$ cat src/rtl/hcsr04_scheduler_if.sv
// hcsr04_scheduler_if: run/enable control, shared ranging-engine link, sensor lines and result port.
interface hcsr04_scheduler_if #(parameter int N_SENS = 4);
    localparam int SW = $clog2(N_SENS);
    logic              run;
    logic [N_SENS-1:0] en_mask;
    logic              eng_start;
    logic              eng_rst_n;
    logic              eng_trig;
    logic              eng_echo;
    logic              eng_val;
    logic [11:0]       eng_distance;
    logic [N_SENS-1:0] trig_out;
    logic [N_SENS-1:0] echo_in;
    logic [SW-1:0]     sel;
    logic              busy;
    logic              res_valid;
    logic [SW-1:0]     res_id;
    logic [11:0]       res_dist;
    logic              res_err;
    modport slave (
        input  run, en_mask, eng_trig, eng_val, eng_distance, echo_in,
        output eng_start, eng_rst_n, eng_echo, trig_out, sel, busy,
               res_valid, res_id, res_dist, res_err
    );
    modport master (
        output run, en_mask, eng_trig, eng_val, eng_distance, echo_in,
        input  eng_start, eng_rst_n, eng_echo, trig_out, sel, busy,
               res_valid, res_id, res_dist, res_err
    );
endinterface

$ cat src/rtl/hcsr04_scheduler.sv
// hcsr04_scheduler: round-robin sharing of one HC-SR04 ranging engine among N sensors,
// with timeout recovery, fixed start-to-start spacing and tagged result strobes.
module hcsr04_scheduler #(
    parameter int N_SENS         = 4,
    parameter int GAP_CYCLES     = 6000000,
    parameter int TIMEOUT_CYCLES = 4000000
) (
    input logic               clk,
    input logic               rst,
    hcsr04_scheduler_if.slave bus
);
    localparam int SW = $clog2(N_SENS);
    localparam logic [31:0] TO_LAST  = 32'(TIMEOUT_CYCLES - 1);
    // cnt reads 0 in the first WAIT cycle, one behind the start pulse, so the gap closes one count early
    localparam logic [31:0] GAP_LAST = 32'(GAP_CYCLES - 2);

    typedef enum logic [1:0] {S_IDLE, S_START, S_WAIT, S_GAP} state_t;

    state_t        state_q, state_d;
    logic [SW-1:0] sel_q, sel_d, last_q, last_d, res_id_q, res_id_d, nxt, cand;
    logic [31:0]   cnt_q, cnt_d, cnt_inc;
    logic [11:0]   res_dist_q, res_dist_d;
    logic          res_valid_q, res_valid_d, res_err_q, res_err_d;
    logic          eng_rst_n_q, eng_rst_n_d, eng_start_q, eng_start_d, busy_q, busy_d;
    logic          go;

    // scan downwards so the nearest enabled index after last wins; last itself is the final candidate
    always_comb begin
        nxt  = last_q;
        cand = last_q;
        for (int k = N_SENS; k >= 1; k--) begin
            cand = SW'((int'(last_q) + k) % N_SENS);
            if (bus.en_mask[cand]) nxt = cand;
        end
    end

    assign go      = bus.run && (|bus.en_mask);
    assign cnt_inc = (&cnt_q) ? cnt_q : cnt_q + 32'd1;

    always_comb begin
        state_d     = state_q;
        sel_d       = sel_q;
        last_d      = last_q;
        cnt_d       = cnt_q;
        res_valid_d = 1'b0;
        res_id_d    = res_id_q;
        res_dist_d  = res_dist_q;
        res_err_d   = res_err_q;
        eng_rst_n_d = 1'b1;
        case (state_q)
            S_IDLE: begin
                state_d = go ? S_START : S_IDLE;
                sel_d   = go ? nxt : sel_q;
            end
            S_START: begin
                last_d  = sel_q;
                cnt_d   = '0;
                state_d = S_WAIT;
            end
            S_WAIT: begin
                cnt_d = cnt_inc;
                if (bus.eng_val || cnt_q == TO_LAST) begin
                    state_d     = S_GAP;
                    res_valid_d = 1'b1;
                    res_id_d    = sel_q;
                    res_dist_d  = bus.eng_val ? bus.eng_distance : 12'd0;
                    res_err_d   = !bus.eng_val;
                    eng_rst_n_d = bus.eng_val;
                end
            end
            default: begin
                cnt_d = cnt_inc;
                if (cnt_q >= GAP_LAST) begin
                    state_d = go ? S_START : S_IDLE;
                    sel_d   = go ? nxt : sel_q;
                end
            end
        endcase
        eng_start_d = state_d == S_START;
        busy_d      = state_d != S_IDLE;
    end

    always_ff @(posedge clk or negedge rst) begin
        if (!rst) begin
            state_q     <= S_IDLE;
            sel_q       <= '0;
            last_q      <= SW'(N_SENS - 1);
            cnt_q       <= '0;
            res_valid_q <= 1'b0;
            res_id_q    <= '0;
            res_dist_q  <= '0;
            res_err_q   <= 1'b0;
            eng_rst_n_q <= 1'b1;
            eng_start_q <= 1'b0;
            busy_q      <= 1'b0;
        end else begin
            state_q     <= state_d;
            sel_q       <= sel_d;
            last_q      <= last_d;
            cnt_q       <= cnt_d;
            res_valid_q <= res_valid_d;
            res_id_q    <= res_id_d;
            res_dist_q  <= res_dist_d;
            res_err_q   <= res_err_d;
            eng_rst_n_q <= eng_rst_n_d;
            eng_start_q <= eng_start_d;
            busy_q      <= busy_d;
        end
    end

    assign bus.sel       = sel_q;
    assign bus.busy      = busy_q;
    assign bus.eng_start = eng_start_q;
    assign bus.eng_rst_n = eng_rst_n_q;
    assign bus.res_valid = res_valid_q;
    assign bus.res_id    = res_id_q;
    assign bus.res_dist  = res_dist_q;
    assign bus.res_err   = res_err_q;
    assign bus.eng_echo  = bus.echo_in[sel_q];
    assign bus.trig_out  = bus.eng_trig ? (N_SENS'(1) << sel_q) : '0;
endmodule
$ cat src/flat_wrapper.sv
// flat-port wrapper written by rule: the top's interface ports become plain ports
module hcsr04_scheduler_flat 
#(
    parameter int N_SENS         = 4,
    parameter int GAP_CYCLES     = 6000000,
    parameter int TIMEOUT_CYCLES = 4000000
)
  (clk, rst, bus_run, bus_en_mask, bus_eng_trig, bus_eng_val, bus_eng_distance, bus_echo_in, bus_eng_start, bus_eng_rst_n, bus_eng_echo, bus_trig_out, bus_sel, bus_busy, bus_res_valid, bus_res_id, bus_res_dist, bus_res_err);
  hcsr04_scheduler_if #(.N_SENS(N_SENS)) bus_i ();
  input logic clk;
  input logic rst;
  input wire logic [$bits(bus_i.run)-1:0] bus_run;
  input wire logic [$bits(bus_i.en_mask)-1:0] bus_en_mask;
  input wire logic [$bits(bus_i.eng_trig)-1:0] bus_eng_trig;
  input wire logic [$bits(bus_i.eng_val)-1:0] bus_eng_val;
  input wire logic [$bits(bus_i.eng_distance)-1:0] bus_eng_distance;
  input wire logic [$bits(bus_i.echo_in)-1:0] bus_echo_in;
  output wire logic [$bits(bus_i.eng_start)-1:0] bus_eng_start;
  output wire logic [$bits(bus_i.eng_rst_n)-1:0] bus_eng_rst_n;
  output wire logic [$bits(bus_i.eng_echo)-1:0] bus_eng_echo;
  output wire logic [$bits(bus_i.trig_out)-1:0] bus_trig_out;
  output wire logic [$bits(bus_i.sel)-1:0] bus_sel;
  output wire logic [$bits(bus_i.busy)-1:0] bus_busy;
  output wire logic [$bits(bus_i.res_valid)-1:0] bus_res_valid;
  output wire logic [$bits(bus_i.res_id)-1:0] bus_res_id;
  output wire logic [$bits(bus_i.res_dist)-1:0] bus_res_dist;
  output wire logic [$bits(bus_i.res_err)-1:0] bus_res_err;
  assign bus_i.run = bus_run;
  assign bus_i.en_mask = bus_en_mask;
  assign bus_i.eng_trig = bus_eng_trig;
  assign bus_i.eng_val = bus_eng_val;
  assign bus_i.eng_distance = bus_eng_distance;
  assign bus_i.echo_in = bus_echo_in;
  assign bus_eng_start = bus_i.eng_start;
  assign bus_eng_rst_n = bus_i.eng_rst_n;
  assign bus_eng_echo = bus_i.eng_echo;
  assign bus_trig_out = bus_i.trig_out;
  assign bus_sel = bus_i.sel;
  assign bus_busy = bus_i.busy;
  assign bus_res_valid = bus_i.res_valid;
  assign bus_res_id = bus_i.res_id;
  assign bus_res_dist = bus_i.res_dist;
  assign bus_res_err = bus_i.res_err;
  hcsr04_scheduler #(.N_SENS(N_SENS), .GAP_CYCLES(GAP_CYCLES), .TIMEOUT_CYCLES(TIMEOUT_CYCLES)) u_core (.clk(clk), .rst(rst), .bus(bus_i));
endmodule
$ cat config.mk
export PLATFORM = sky130hd
export DESIGN_NAME = hcsr04_scheduler_flat
export DESIGN_NICKNAME = d
export VERILOG_FILES = /design/src/rtl/hcsr04_scheduler_if.sv /design/src/rtl/hcsr04_scheduler.sv /design/src/flat_wrapper.sv
export SDC_FILE = /design/constraint.sdc
export NUM_CORES = 1
export LEC_CHECK = 0
export CAP_MARGIN = 15
export CORE_ASPECT_RATIO = 1.4
export CORE_MARGIN = 4
export CORE_UTILIZATION = 54
export CTS_BUF_LIST = sky130_fd_sc_hd__clkbuf_8
export DETAILED_ROUTE_END_ITERATION = 8
export GPL_TIMING_DRIVEN = 0
export PLACE_DENSITY = 0.8
export SYNTH_ARGS = -nofsm -noshare
export SYNTH_HDL_FRONTEND = slang
export SYNTH_SLANG_ARGS = --single-unit
$ cat constraint.sdc
create_clock -name clk -period 3.2 [get_ports clk]
set_input_delay 0.48 -clock clk [delete_from_list [all_inputs] [get_ports clk]]
set_output_delay 0.48 -clock clk [all_outputs]
set_load 0.1 [all_outputs]
### Word-level counts from Yosys, hierarchy flattened

Cells that the tools add are included.

* add/sub/neg operators: 5
* $lt $le $gt $ge: 6
* eq/ne operators: 5
* shifts and indexed selects: 1
* muxes and demuxes: 29
* bitwise operators: 2
* reductions and logical operators: 12

Operators with widths (number)
* $pmux 32 s2: 1
* $add 32x1->32 const B: 1
* $eq 32x22->1 const B: 1
* $ge 32x23->1 const B: 1
* $mux 32: 1
* $reduce_and 32->1: 1
* $mux 2: 8
* $lt 2x3->1 const B: 5
* $mux 12: 1
* $bmux 1 s2: 5
* $mux 1: 10
* $pmux 2 s3: 1
* $reduce_and 2->1: 3
* $add 2x1->2 const B: 2
* $add 2x2->2 const B: 2
* $eq 2x1->1 const B: 2
* $mux 4: 1
* $pmux 2 s2: 1
* $reduce_bool 2->1: 2
* $reduce_or 4->1: 1
* $shl 1x2->4 const A: 1
* $eq 2x2->1 const B: 1
* $logic_not 2->1: 1
* $ne 2x2->1 const B: 1
* 5 further kinds: 6

* register bits: 57
* input bits: 25
* word-level logic and storage cells: 71

### Longest topological paths before layout

* depth after elaboration: 10
* depth in mapped cells: 9
* gate-level depth less buffers: 9

### Worst setup path before layout

No wires, ideal clock.

* path kind: register to output
* start: reg u_core.sel_q[1], in the netlist u_core.bus.sel[1]
* end: out bus_trig_out[2]
* arrival time: 3.404 ns
* setup slack: -0.684 ns
* stages on the path, launching flop included: 3
* path through: dfrtp_1 inv_1 nor3b_1

* longest elaborated chain between the ends: 2

Ends and longest elaborated chain
* start: declaration: line hcsr04_scheduler.sv:20 `logic [SW-1:0] sel_q, sel_d, last_q, last_d, res_id_q, res_id_d, nxt, cand;`
* start signal: assignment: line hcsr04_scheduler.sv:98 `sel_q <= sel_d;`
* $shl 1x2->4: line hcsr04_scheduler.sv:120 `assign bus.trig_out = bus.eng_trig ? (N_SENS'(1) << sel_q) : '0;`
* $mux 4: line hcsr04_scheduler.sv:120
* end: declaration: line flat_wrapper.sv:21 `output wire logic [$bits(bus_i.trig_out)-1:0] bus_trig_out;`

Every way passes these cells.

### Final worst setup path

* start: reg u_core.sel_q[0], in the netlist u_core.bus.sel[0]
* end: out bus_eng_echo

* longest elaborated chain between the ends: 2

Ends and longest elaborated chain
* $bmux 1 s2: line hcsr04_scheduler.sv:119 `assign bus.eng_echo = bus.echo_in[sel_q];`
* $mux 1 (not written as such): line hcsr04_scheduler.sv:119
* end: declaration: line flat_wrapper.sv:20 `output wire logic [$bits(bus_i.eng_echo)-1:0] bus_eng_echo;`

Every way passes these cells. The select of a mux whose other input is x is not followed.

==> reports/results.tsv <==
stage	metric	value	unit
power_and_ir_drop	powerDensity	954.5	nW/um2
global_route	track_usage	25.54	%
cells_and_area	nets	451	
cells_and_area	instances_no_fill	495	
yosys	synth_top_area_share	41.49	%
yosys	netlist_area	3257	um2
floorplan	die_h	99.89	um
placement	routabilityCongestion	0.9257	
setup_path	worstPathCellList	mux4_2 -> clkdlybuf4s50_1	
setup_path	cp_slowest_cell	clkdlybuf4s50_1	
clocking	cts.sink_count	57	
floorplan	die_w	73.64	um
setup_path	path_class	flip-flop to output pin	
power_and_ir_drop	total_power	3.856	mW
clocking	ctsResizeCount	0	
clocking	cts.htree.levels	3	
yosys	yosys-top-cells-area	dfrtp_1 (41%), o21ai_0 (5.8%), nand2_1 (3.8%)	
setup_path	end_kind	output pin	
routing	first_pass_iters	8	
cells_and_area	drive_gt1_share	9.176	%
cells_and_area	multi_input_area	1695	um2
floorplan	core-area	5863	um2
routing	vias	3147	
sta	fin_hold_ws	0.07125	ns
yosys	synth_top_cell_by_area	dfrtp_1	
sta	slew_viol_final	0	
setup_path	cp_max_fo	8	
setup_path	r2r_start	u_core.cnt_q[0]$_DFFE_PN0P_	
sta	setup_viol	0	
routing	dr_wl_met2	4353	um
global_route	grt_pass1_vias	2984	
global_route	grt_pass1_wl	14630	um
routing	wl_met3	676	um
routing	dr.max_layer_used	met4	
yosys	syn_avg_cell_area	9.097	um2
clocking	cts_buffers	9	
yosys	synth_ff_type	dfrtp_1	
floorplan	rows	33	
job	cap_violations	0	
yosys	ys_types	59	
clocking	clk_latency	0.35	ns
routing	routed_wl	8909	um
floorplan	io_pins	51	
global_route	grt_antenna_before_repair	0	
routing	drc	0	
placement	io_buffers	50	
floorplan	start_util	55.55	%
setup_path	r2r_slack	0.46	ns
clocking	cts-root-buf	clkbuf_8	
setup_path	cpPeakStageDelay	0.98	ns
clocking	cts.clk_slew.worst_paths	0.08	ns
setup_path	worst_r2r_path_depth	8	
routing	first_iter_violations	193	
power_and_ir_drop	leakagePower	1.630	nW
cells_and_area	regArea	1430	um2
sta	max_freq	0.3489	GHz
global_route	grt_max_degree	40	
routing	detail-route-antenna-nets	0	
sta	finClkSkew	0.01339	ns
yosys	ys_async_sr_fraction	100.0	%
cells_and_area	fin_area	4040	um2
floorplan	die_area	7355	um2
sta	slew_headroom	33.48	%
setup_path	crit_path_start_kind	flip-flop	
global_route	overflow	0	
sta	rsz0062_at_grt	false	
cells_and_area	antenna_cells	0	
sta	layout_min_cycle_time	2.866	ns
yosys	synth_nets	389	
routing	wl_met1	3510	um
yosys	ys_warn_count	0	
sta	hold_viol	0	
worst_hold_path	hold_class	input port to asynchronous set/reset pin	
status	status	complete, no violations	
sta	worstMarginPinSlew	0.9947	ns
clocking	post-cts-setup-buffers	0	
yosys	synth_edf_count	0	
setup_path	r2r_end	u_core.cnt_q[23]$_DFFE_PN0P_	
power_and_ir_drop	ir_drop	0.4768	mV
clocking	holdBufCountCts	0	
yosys	seq_area_frac_synth	43.91	%
yosys	ys_ff_latch	57	
yosys	syn_inst	358	
routing	vias_per_cell	6.358	
placement	dp_hpwl	6374	um
sta	period_share	89.56	%
placement	dp.cells	479	
cells_and_area	syn2layout_area_growth	24.05	%
clocking	clockBufferDepth	2	
cells_and_area	fillers	517	
placement	placed_area	3870	um2
setup_path	cp_data_required_time	2.72	ns
setup_path	worstPathArrival	2.39	ns
routing	wl_per_cell	18.00	um
clocking	cts_tree	yes	
## cell usage in the layout (no fill, tap or decap), types with 12 or more instances in the layout
cell type	count
nor3_1	14
dfrtp_1	54
nand3_1	15
a22o_1	12
nor2_1	32
nand2_1	33
o21ai_0	38
clkdlybuf4s50_1	49
## power breakdown
group          total (mW)  switching (mW)  internal (mW)
Combinational        2.22            1.62          0.605
Sequential           1.04           0.149          0.892
Clock               0.594           0.316          0.278
Total                3.86            2.08           1.78
## cell type report
class	count	area share, %
Timing Repair Buffer	51	12.76
Clock buffer	9	3.066
Inverter	10	0.9291
Sequential cell	57	35.40
Tap cell	70	2.168
Multi-Input combinational cell	272	41.96
Clock inverter	7	1.146
Buffer	19	2.570
## critical path: cells and delay by family (launching register included)
kind	cells	cell delay (ns)
buffers and inverters	1	0.98
DFF	1	0.53
muxes	1	0.54
## logic make-up after synthesis
group	count (synthesis)	synth area share [%]
DFF	57	43.91
buffers and inverters	29	4.341
AOI/OAI and AO/OA	105	20.90
xor gates and xnor gates	2	0.5379
adders and majority gates	6	2.305
muxes	8	2.958
and+or+nand+nor	151	25.05
## Yosys cell counts (2+ instances only)
| cell | number |
|---|---|
| or4b_1 | 2 |
| a22oi_1 | 2 |
| nor3b_1 | 2 |
| and3_1 | 5 |
| a41oi_1 | 3 |
| a211oi_1 | 2 |
| mux2_2 | 3 |
| or3_1 | 2 |
| nand4_1 | 10 |
| buf_6 | 3 |
| ha_1 | 6 |
| o21ai_0 | 38 |
| nor4bb_1 | 2 |
| nor3_1 | 14 |
| clkbuf_1 | 10 |
| or4_1 | 3 |
| nand2_1 | 33 |
| dfstp_2 | 3 |
| nand3_1 | 15 |
| nor2_1 | 32 |
| mux2i_1 | 4 |
| buf_2 | 4 |
| nand2b_1 | 3 |
| o21ai_1 | 4 |
| dfrtp_1 | 54 |
| and2_1 | 6 |
| a22o_1 | 12 |
| nor4_1 | 7 |
| o31ai_1 | 10 |
| o41ai_1 | 3 |
| inv_1 | 10 |
| and4_1 | 5 |
| a31oi_1 | 10 |
| a21oi_1 | 10 |
| and4b_1 | 2 |
## state kept, by name (all words and copies together), names as in the netlist
signal / cells
u_core.bus.res_valid: 1
u_core.cnt_q: 32
u_core.last_q: 2
u_core.bus.eng_start: 1
u_core.bus.res_err: 1
u_core.bus.sel: 2
u_core.bus.res_dist: 12
u_core.state_q: 2
u_core.bus.res_id: 2
u_core.bus.eng_rst_n: 1
u_core.bus.busy: 1
## routing by layer
metal	up-vias	global-route usage, %
met5	-	0
met4	0	11.85
met3	33	7.014
met2	144	42.49
met1	1489	30.10
li1	1481	-
## worst max-delay path by stage
stage	start	to	slack (ns)	cells past startpoint
2_1_floorplan	u_core.bus.sel[1]$_DFFE_PN0P_	bus_trig_out[3]	0.21	2
3_3_place_gp	rst	u_core.cnt_q[0]$_DFFE_PN0P_	-0.07	1
3_5_place_dp	bus_echo_in[3]	bus_eng_echo	0.41	3
4_1_cts	u_core.bus.sel[0]$_DFFE_PN0P_	bus_eng_echo	0.31	2
5_1_grt	u_core.bus.sel[0]$_DFFE_PN0P_	bus_eng_echo	0.27	2
6_report	u_core.bus.sel[0]$_DFFE_PN0P_	bus_eng_echo	0.33	2
## through the flow
| step | utilization [%] | setup TNS [ns] | setup WS (ns) |
|---|---|---|---|
| 2_1_floorplan | - | 0 | 0.2129 |
| 3_3_place_gp | 65.75 | -3.548 | -0.06830 |
| 3_5_place_dp | 66.01 | 0 | 0.4060 |
| 4_1_cts | 68.91 | 0 | 0.3106 |
| 5_1_grt | 68.91 | 0 | 0.2669 |
| 6_report | 68.91 | 0 | 0.3341 |
No activity file was read; power rests on OpenSTA's default activity.
